File: config.mk
export PLATFORM = sky130hd
export DESIGN_NAME = fft_tx_out
export DESIGN_NICKNAME = d
export VERILOG_FILES = /design/src/rtl/fft_tx_out.sv
export SDC_FILE = /design/constraint.sdc
export NUM_CORES = 1
export LEC_CHECK = 0
export ABC_AREA = 0
export BUFFER_PORTS_ARGS = -buffer_cell sky130_fd_sc_hd__buf_2
export CELL_PAD_IN_SITES_DETAIL_PLACEMENT = 0
export CELL_PAD_IN_SITES_GLOBAL_PLACEMENT = 1
export CORE_MARGIN = 2
export CORE_UTILIZATION = 49
export CTS_BUF_LIST = sky130_fd_sc_hd__clkbuf_4 sky130_fd_sc_hd__clkbuf_8
export DETAILED_ROUTE_END_ITERATION = 8
export HOLD_SLACK_MARGIN = 0.12
export PLACE_DENSITY = 0.9
export SETUP_SLACK_MARGIN = 0.02
export SLEW_MARGIN = 20
export SYNTH_ARGS = -nofsm -noshare
export SYNTH_HDL_FRONTEND = slang
export SYNTH_SLANG_ARGS = --single-unit
File: constraint.sdc
create_clock -name clk -period 10.75 [get_ports clk]
set_input_delay 0.5375 -clock clk [delete_from_list [all_inputs] [get_ports clk]]
set_output_delay 0.5375 -clock clk [all_outputs]
set_load 0.01 [all_outputs]
File: src/rtl/fft_tx_out.sv
// FFT output stage: frame-wide shift/round/saturate, IFFT conjugate, small FIFO, ready/valid out.
// Optional saturation statistics are built only when FFT_TX_STATS_EN is defined.
module fft_tx_out #(
  parameter int IN_W  = 24,
  parameter int OUT_W = 16,
  parameter int DEPTH = 4
) (
  input  logic             clk,
  input  logic             rst_n,
  input  logic             cont_ifft,
  input  logic [3:0]       cont_point,
  input  logic [4:0]       cont_final_shift,
  input  logic             in_valid,
  output logic             in_ready,
  input  logic [IN_W-1:0]  in_re,
  input  logic [IN_W-1:0]  in_im,
  output logic             out_valid,
  input  logic             out_ready,
  output logic [OUT_W-1:0] out_re,
  output logic [OUT_W-1:0] out_im,
  output logic             out_last,
  output logic             tx_done,
  output logic [15:0]      sat_count
);

  localparam int PTR_W = $clog2(DEPTH);
  localparam logic [PTR_W+1:0] DEPTH_L = (PTR_W+2)'(DEPTH);
  localparam logic [4:0] SHIFT_MAX = 5'(IN_W-1);
  localparam logic signed [IN_W:0] SAT_MAX = {{(IN_W-OUT_W+2){1'b0}}, {(OUT_W-1){1'b1}}};
  localparam logic signed [IN_W:0] SAT_MIN = {{(IN_W-OUT_W+2){1'b1}}, {(OUT_W-1){1'b0}}};
  localparam logic [OUT_W-1:0] OUT_MAX = {1'b0, {(OUT_W-1){1'b1}}};
  localparam logic [OUT_W-1:0] OUT_MIN = {1'b1, {(OUT_W-1){1'b0}}};

  function automatic logic signed [IN_W:0] round_shift(input logic [IN_W-1:0] x,
                                                      input logic [4:0] s);
    logic signed [IN_W:0] ext;
    logic signed [IN_W:0] rnd;
    ext = $signed({x[IN_W-1], x});
    rnd = '0;
    if (s != 5'd0) rnd = (IN_W+1)'(1) << (s - 5'd1);
    return (ext + rnd) >>> s;
  endfunction

  function automatic logic [OUT_W-1:0] clip(input logic signed [IN_W:0] r);
    if (r > SAT_MAX)      return OUT_MAX;
    else if (r < SAT_MIN) return OUT_MIN;
    else                  return r[OUT_W-1:0];
  endfunction

  logic                    stage_valid_q, stage_valid_d;
  logic [OUT_W-1:0]        stage_re_q, stage_re_d;
  logic [OUT_W-1:0]        stage_im_q, stage_im_d;
  logic                    stage_last_q, stage_last_d;
  logic [9:0]              in_cnt_q, in_cnt_d;
  logic                    cfg_ifft_q, cfg_ifft_d;
  logic [3:0]              cfg_point_q, cfg_point_d;
  logic [4:0]              cfg_shift_q, cfg_shift_d;
  logic [PTR_W:0]          fifo_cnt_q, fifo_cnt_d;
  logic [PTR_W-1:0]        wr_ptr_q, wr_ptr_d;
  logic [PTR_W-1:0]        rd_ptr_q, rd_ptr_d;
  logic [2*OUT_W:0]        mem_q [DEPTH];

  logic                    accept, frame_start, last_hit, eff_ifft, fifo_rd;
  logic [3:0]              eff_point;
  logic [4:0]              eff_shift;
  logic signed [IN_W:0]    re_r, im_r;
  logic [OUT_W-1:0]        re_s, im_s;
  logic [PTR_W+1:0]        occupancy;
  logic [2*OUT_W:0]        head;

  // Stage + FIFO occupancy gates acceptance, so neither the stage nor the FIFO write can stall.
  assign occupancy = {1'b0, fifo_cnt_q} + {{(PTR_W+1){1'b0}}, stage_valid_q};
  assign in_ready  = rst_n && (occupancy < DEPTH_L);
  assign accept    = in_valid && in_ready;
  assign out_valid = (fifo_cnt_q != '0);
  assign fifo_rd   = out_valid && out_ready;
  assign tx_done   = fifo_rd;
  assign head      = mem_q[rd_ptr_q];
  assign out_re    = out_valid ? head[2*OUT_W:OUT_W+1] : '0;
  assign out_im    = out_valid ? head[OUT_W:1] : '0;
  assign out_last  = out_valid && head[0];

  always_comb begin
    frame_start = (in_cnt_q == '0);
    // First sample of a frame uses the live config; the rest use the latched copy.
    eff_ifft    = frame_start ? cont_ifft : cfg_ifft_q;
    eff_point   = frame_start ? ((cont_point > 4'd10) ? 4'd10 : cont_point) : cfg_point_q;
    eff_shift   = frame_start ? ((cont_final_shift > SHIFT_MAX) ? SHIFT_MAX : cont_final_shift)
                              : cfg_shift_q;
    last_hit    = ({1'b0, in_cnt_q} == ((11'd1 << eff_point) - 11'd1));

    re_r = round_shift(in_re, eff_shift);
    im_r = round_shift(in_im, eff_shift);
    re_s = clip(re_r);
    im_s = clip(im_r);

    stage_valid_d = accept;
    stage_re_d    = stage_re_q;
    stage_im_d    = stage_im_q;
    stage_last_d  = stage_last_q;
    in_cnt_d      = in_cnt_q;
    cfg_ifft_d    = cfg_ifft_q;
    cfg_point_d   = cfg_point_q;
    cfg_shift_d   = cfg_shift_q;
    if (accept) begin
      stage_re_d   = re_s;
      stage_im_d   = eff_ifft ? ((im_s == OUT_MIN) ? OUT_MAX : -im_s) : im_s;
      stage_last_d = last_hit;
      in_cnt_d     = last_hit ? '0 : in_cnt_q + 10'd1;
      cfg_ifft_d   = eff_ifft;
      cfg_point_d  = eff_point;
      cfg_shift_d  = eff_shift;
    end

    wr_ptr_d = stage_valid_q ? wr_ptr_q + 1'b1 : wr_ptr_q;
    rd_ptr_d = fifo_rd ? rd_ptr_q + 1'b1 : rd_ptr_q;
    case ({stage_valid_q, fifo_rd})
      2'b10:   fifo_cnt_d = fifo_cnt_q + 1'b1;
      2'b01:   fifo_cnt_d = fifo_cnt_q - 1'b1;
      default: fifo_cnt_d = fifo_cnt_q;
    endcase
  end

  always_ff @(posedge clk) begin
    if (!rst_n) begin
      stage_valid_q <= 1'b0;
      stage_re_q    <= '0;
      stage_im_q    <= '0;
      stage_last_q  <= 1'b0;
      in_cnt_q      <= '0;
      cfg_ifft_q    <= 1'b0;
      cfg_point_q   <= '0;
      cfg_shift_q   <= '0;
      fifo_cnt_q    <= '0;
      wr_ptr_q      <= '0;
      rd_ptr_q      <= '0;
    end else begin
      stage_valid_q <= stage_valid_d;
      stage_re_q    <= stage_re_d;
      stage_im_q    <= stage_im_d;
      stage_last_q  <= stage_last_d;
      in_cnt_q      <= in_cnt_d;
      cfg_ifft_q    <= cfg_ifft_d;
      cfg_point_q   <= cfg_point_d;
      cfg_shift_q   <= cfg_shift_d;
      fifo_cnt_q    <= fifo_cnt_d;
      wr_ptr_q      <= wr_ptr_d;
      rd_ptr_q      <= rd_ptr_d;
    end
  end

  always_ff @(posedge clk) begin
    if (rst_n && stage_valid_q) mem_q[wr_ptr_q] <= {stage_re_q, stage_im_q, stage_last_q};
  end

`ifdef FFT_TX_STATS_EN
  logic [15:0] sat_cnt_q, sat_cnt_d;
  logic        sat_evt;

  // The IFFT negation clamp of -2^(OUT_W-1) counts as a saturation too.
  always_comb begin
    sat_evt = (re_r > SAT_MAX) || (re_r < SAT_MIN) || (im_r > SAT_MAX) || (im_r < SAT_MIN) ||
              (eff_ifft && (im_s == OUT_MIN));
    sat_cnt_d = sat_cnt_q;
    if (accept && sat_evt && (sat_cnt_q != 16'hFFFF)) sat_cnt_d = sat_cnt_q + 16'd1;
  end

  always_ff @(posedge clk) begin
    if (!rst_n) sat_cnt_q <= '0;
    else        sat_cnt_q <= sat_cnt_d;
  end

  assign sat_count = sat_cnt_q;
`else
  assign sat_count = '0;
`endif

endmodule

==> flow_metrics.env <==
export IMPL_drt_initial_drc_count=1425
export IMPL_synth_top_area_share_pct=23.86
export IMPL_synth_compound_area_share_pct=27.23
export IMPL_cts_max_path_buffers=2
export IMPL_core_area_um2=33450
export IMPL_track_usage_pct=31.10
export IMPL_cellPowerDensity_nw_per_um2=157.7
export IMPL_drtAntennaViolNets=0
export IMPL_n_fill_cell=3092
export IMPL_period_share_pct=87.22
export IMPL_final_nets=2016
export IMPL_fin_util_pct=52.94
export IMPL_synth_xor_area_share_pct=4.000
export IMPL_synthSimpleGateAreaFrac_pct=20.12
export IMPL_muxShareOfSynthArea_pct=8.723
export IMPL_cts_hold_buf=0
export IMPL_hp_class="reg -> reg"
export IMPL_initial_core_util_pct=49.66
export IMPL_async_reset_ff_share_pct=0
export IMPL_antenna_cells=0
export IMPL_synth_top_family_by_area="compound AO/OA/AOI/OAI gates"
export IMPL_setup_tns_ps=0
export IMPL_slew_headroom_pct=32.83
export IMPL_final_hold_viol_count=0
export IMPL_setup_viol=0
export IMPL_slowest_stage="nor2_1"
export IMPL_skew_ps=28.12
export IMPL_die_h_um=188.1
export IMPL_cts_root_buf="clkbuf_8"
export IMPL_rrSetupSlack_ps=1370
export IMPL_drc=0
export IMPL_start_kind="flip-flop"
export IMPL_rsz0062_at_grt="false"
export IMPL_grt_pass1_vias=14600
export IMPL_switchingPower_w=0.001217
export IMPL_dp_cells=2339
export IMPL_dr_total_vias=15740
export IMPL_status="finished, final reports clean"
export IMPL_syn_avg_cell_area_um2=8.770
export IMPL_syn2layout_area_growth_pct=6.598
export IMPL_cts_tree="yes"
export IMPL_cts_resized_gates=0
export IMPL_synth_edf_count=132
export IMPL_ir_drop_mv=0.1862
export IMPL_intPower_w=0.001576
export IMPL_criticalPathCategory="reg -> reg"
export IMPL_dieArea_um2=35390
export IMPL_fmax_ghz=0.1067
export IMPL_ys_seq_elements=195
export IMPL_combPwrFrac_pct=51.5
export IMPL_antenna_found_initial=0
export IMPL_clk_pin_slew_ps=110
export IMPL_arrival_ps=9760
export IMPL_drt_pass1_iterations=5
export IMPL_synth_seq_area_share_pct=31.46
export IMPL_worst_endpoint_required_ps=11130
export IMPL_die_w_um=188.1
export IMPL_synthTopCellsByArea="edfxtp_1, dfxtp_1, mux4_2"
export IMPL_crit_path_max_fanout=23
export IMPL_multiInputGateArea_um2=10700
export IMPL_port_buffers=97
export IMPL_yosysUniqueCellTypes=131
export IMPL_synthAdderAreaFrac_pct=3.721
export IMPL_yosysTopAreaCell="edfxtp_1"
export IMPL_synth_common_cells="nand2_1, nor2_1, a21oi_1"
export IMPL_htree_num_levels=4
export IMPL_cts_inserted_buffers=17
export IMPL_synth_ff_type="edfxtp_1"
export IMPL_clk_insertion_delay_late_ps=470
export IMPL_clkPwrFrac_pct=15.8
export IMPL_cp_end_kind="flip-flop"
export IMPL_post_cts_buffers=0
export IMPL_grt_max_degree=52
export IMPL_sequentialPowerShare_pct=32.7
export IMPL_cpPeakStageDelay_ps=660
export IMPL_slew_violations=0
export IMPL_worst_pin_slew_ps=1004
export IMPL_yosysWarnings=0
export IMPL_yosysMostFrequentCell="nand2_1"
export IMPL_wirelength_mm=55.92
export IMPL_layoutNonFillerInstCount=2371
export IMPL_netlist_instances=1894
export IMPL_syn_cell_area_um2=16610
export IMPL_cap_violations=0
export IMPL_switching_share_pct=43.58
export IMPL_drive_gt1_share_pct=15.13
export IMPL_p_leak_nw=6.649
export IMPL_gp_congestion=0.9977
export IMPL_grt_pass1_wl_mm=85.87
export IMPL_overflow=0
export IMPL_std_cell_rows=67
export IMPL_regArea_um2=5226
export IMPL_cts_sinks=195
export IMPL_wl_per_cell_um=23.59
export IMPL_min_period_ps=9376
export IMPL_hpwl_mm=42.59
export IMPL_io_pins=114
export IMPL_routed_via_density=6.640
routing by layer:
layer / part of all wire [%] / vias up / GRT usage (%)
li1: - / 7272 / -
met1: 43 / 7591 / 42.03
met2: 46 / 734 / 50.23
met3: 6.2 / 146 / 3.200
met4: 4.8 / 0 / 14.54
met5: 0 / - / 0
flip-flops by register name (all words and copies together) (netlist names), named ones only:
signal and cells:
stage_im_q 16, stage_re_q 16, in_cnt_q 10, rd_ptr_q 2, cfg_shift_q 5, cfg_ifft_q 1
stage_valid_q 1, wr_ptr_q 2, fifo_cnt_q 3, stage_last_q 1, cfg_point_q 4, mem_q 132
worst max-delay path: cells and delay by family (launching register included):
kind / cells / cell delay, ps
multiplexers: 2 / 680
flip-flops: 1 / 370
AND/OR/NAND/NOR: 8 / 2460
buffers and inverters: 4 / 720
adder cells (fa/ha/maj): 3 / 870
AO/OA/AOI/OAI: 13 / 3520
XOR/XNOR: 1 / 650
path summary, 6_finish.rpt:
check | from | end | cells after the start
setup reg to reg | in_cnt_q[1] | stage_im_q[12] | 31
hold reg to reg | stage_im_q[7] | mem_q[2][8] | 0
setup / recovery | in_cnt_q[1] | stage_im_q[12] | 31
hold / removal | stage_im_q[7] | mem_q[2][8] | 0
power by group through the flow:
stage / clock network [W] / logic (W) / registers (W)
6_report: 0.000442 / 0.00144 / 0.000913
5_1_grt: 0.000472 / 0.00155 / 0.000921
4_1_cts: 0.000451 / 0.00142 / 0.000912
3_5_place_dp: 0 / 0.00141 / 0.000929
3_3_place_gp: 0 / 0.00140 / 0.000922
2_1_floorplan: 0 / 0.00101 / 0.000906
layout by cell type, fill, tap and decap left out, types with 17 or more instances in the layout:
cell type,n
a211oi_1,18
a21o_1,37
a21oi_1,134
a31oi_1,38
and2_1,54
and3_1,22
buf_2,97
buf_4,32
clkbuf_8,17
dfxtp_1,62
edfxtp_1,132
ha_1,43
inv_1,30
mux2i_1,43
mux4_2,34
nand2_1,176
nand2b_1,18
nand3_1,53
nor2_1,168
nor3_1,49
o211ai_1,21
o21ai_0,132
or3_1,20
xnor2_1,40
xor2_1,34
kinds of logic after synthesis:
group,Yosys count
muxes,98
other,1
DFF,195
xor gates and xnor gates,75
and+or+nand+nor,661
buffers and inverters,179
AOI/OAI and AO/OA,635
adders and majority gates,50
per-stage QoR:
step	hold WS, ps	setup WS [ps]	power [W]	area (um2)
2_1_floorplan	454.4	2198	0.001911	16670
3_3_place_gp	469.5	1653	0.002323	17330
3_5_place_dp	480.6	1577	0.002338	17330
4_1_cts	489.5	1521	0.002779	17710
5_1_grt	515.7	664.3	0.002946	17710
6_report	493.3	1374	0.002793	17710
cell type report:
class / instances / area share [%]
Multi-Input combinational cell: 1535 / 60.44
Sequential cell: 195 / 29.52
Inverter: 32 / 0.6783
Tap cell: 448 / 3.166
Clock inverter: 13 / 0.6995
Timing Repair Buffer: 129 / 4.098
Clock buffer: 19 / 1.406
(Power assumes the default switching activity.)
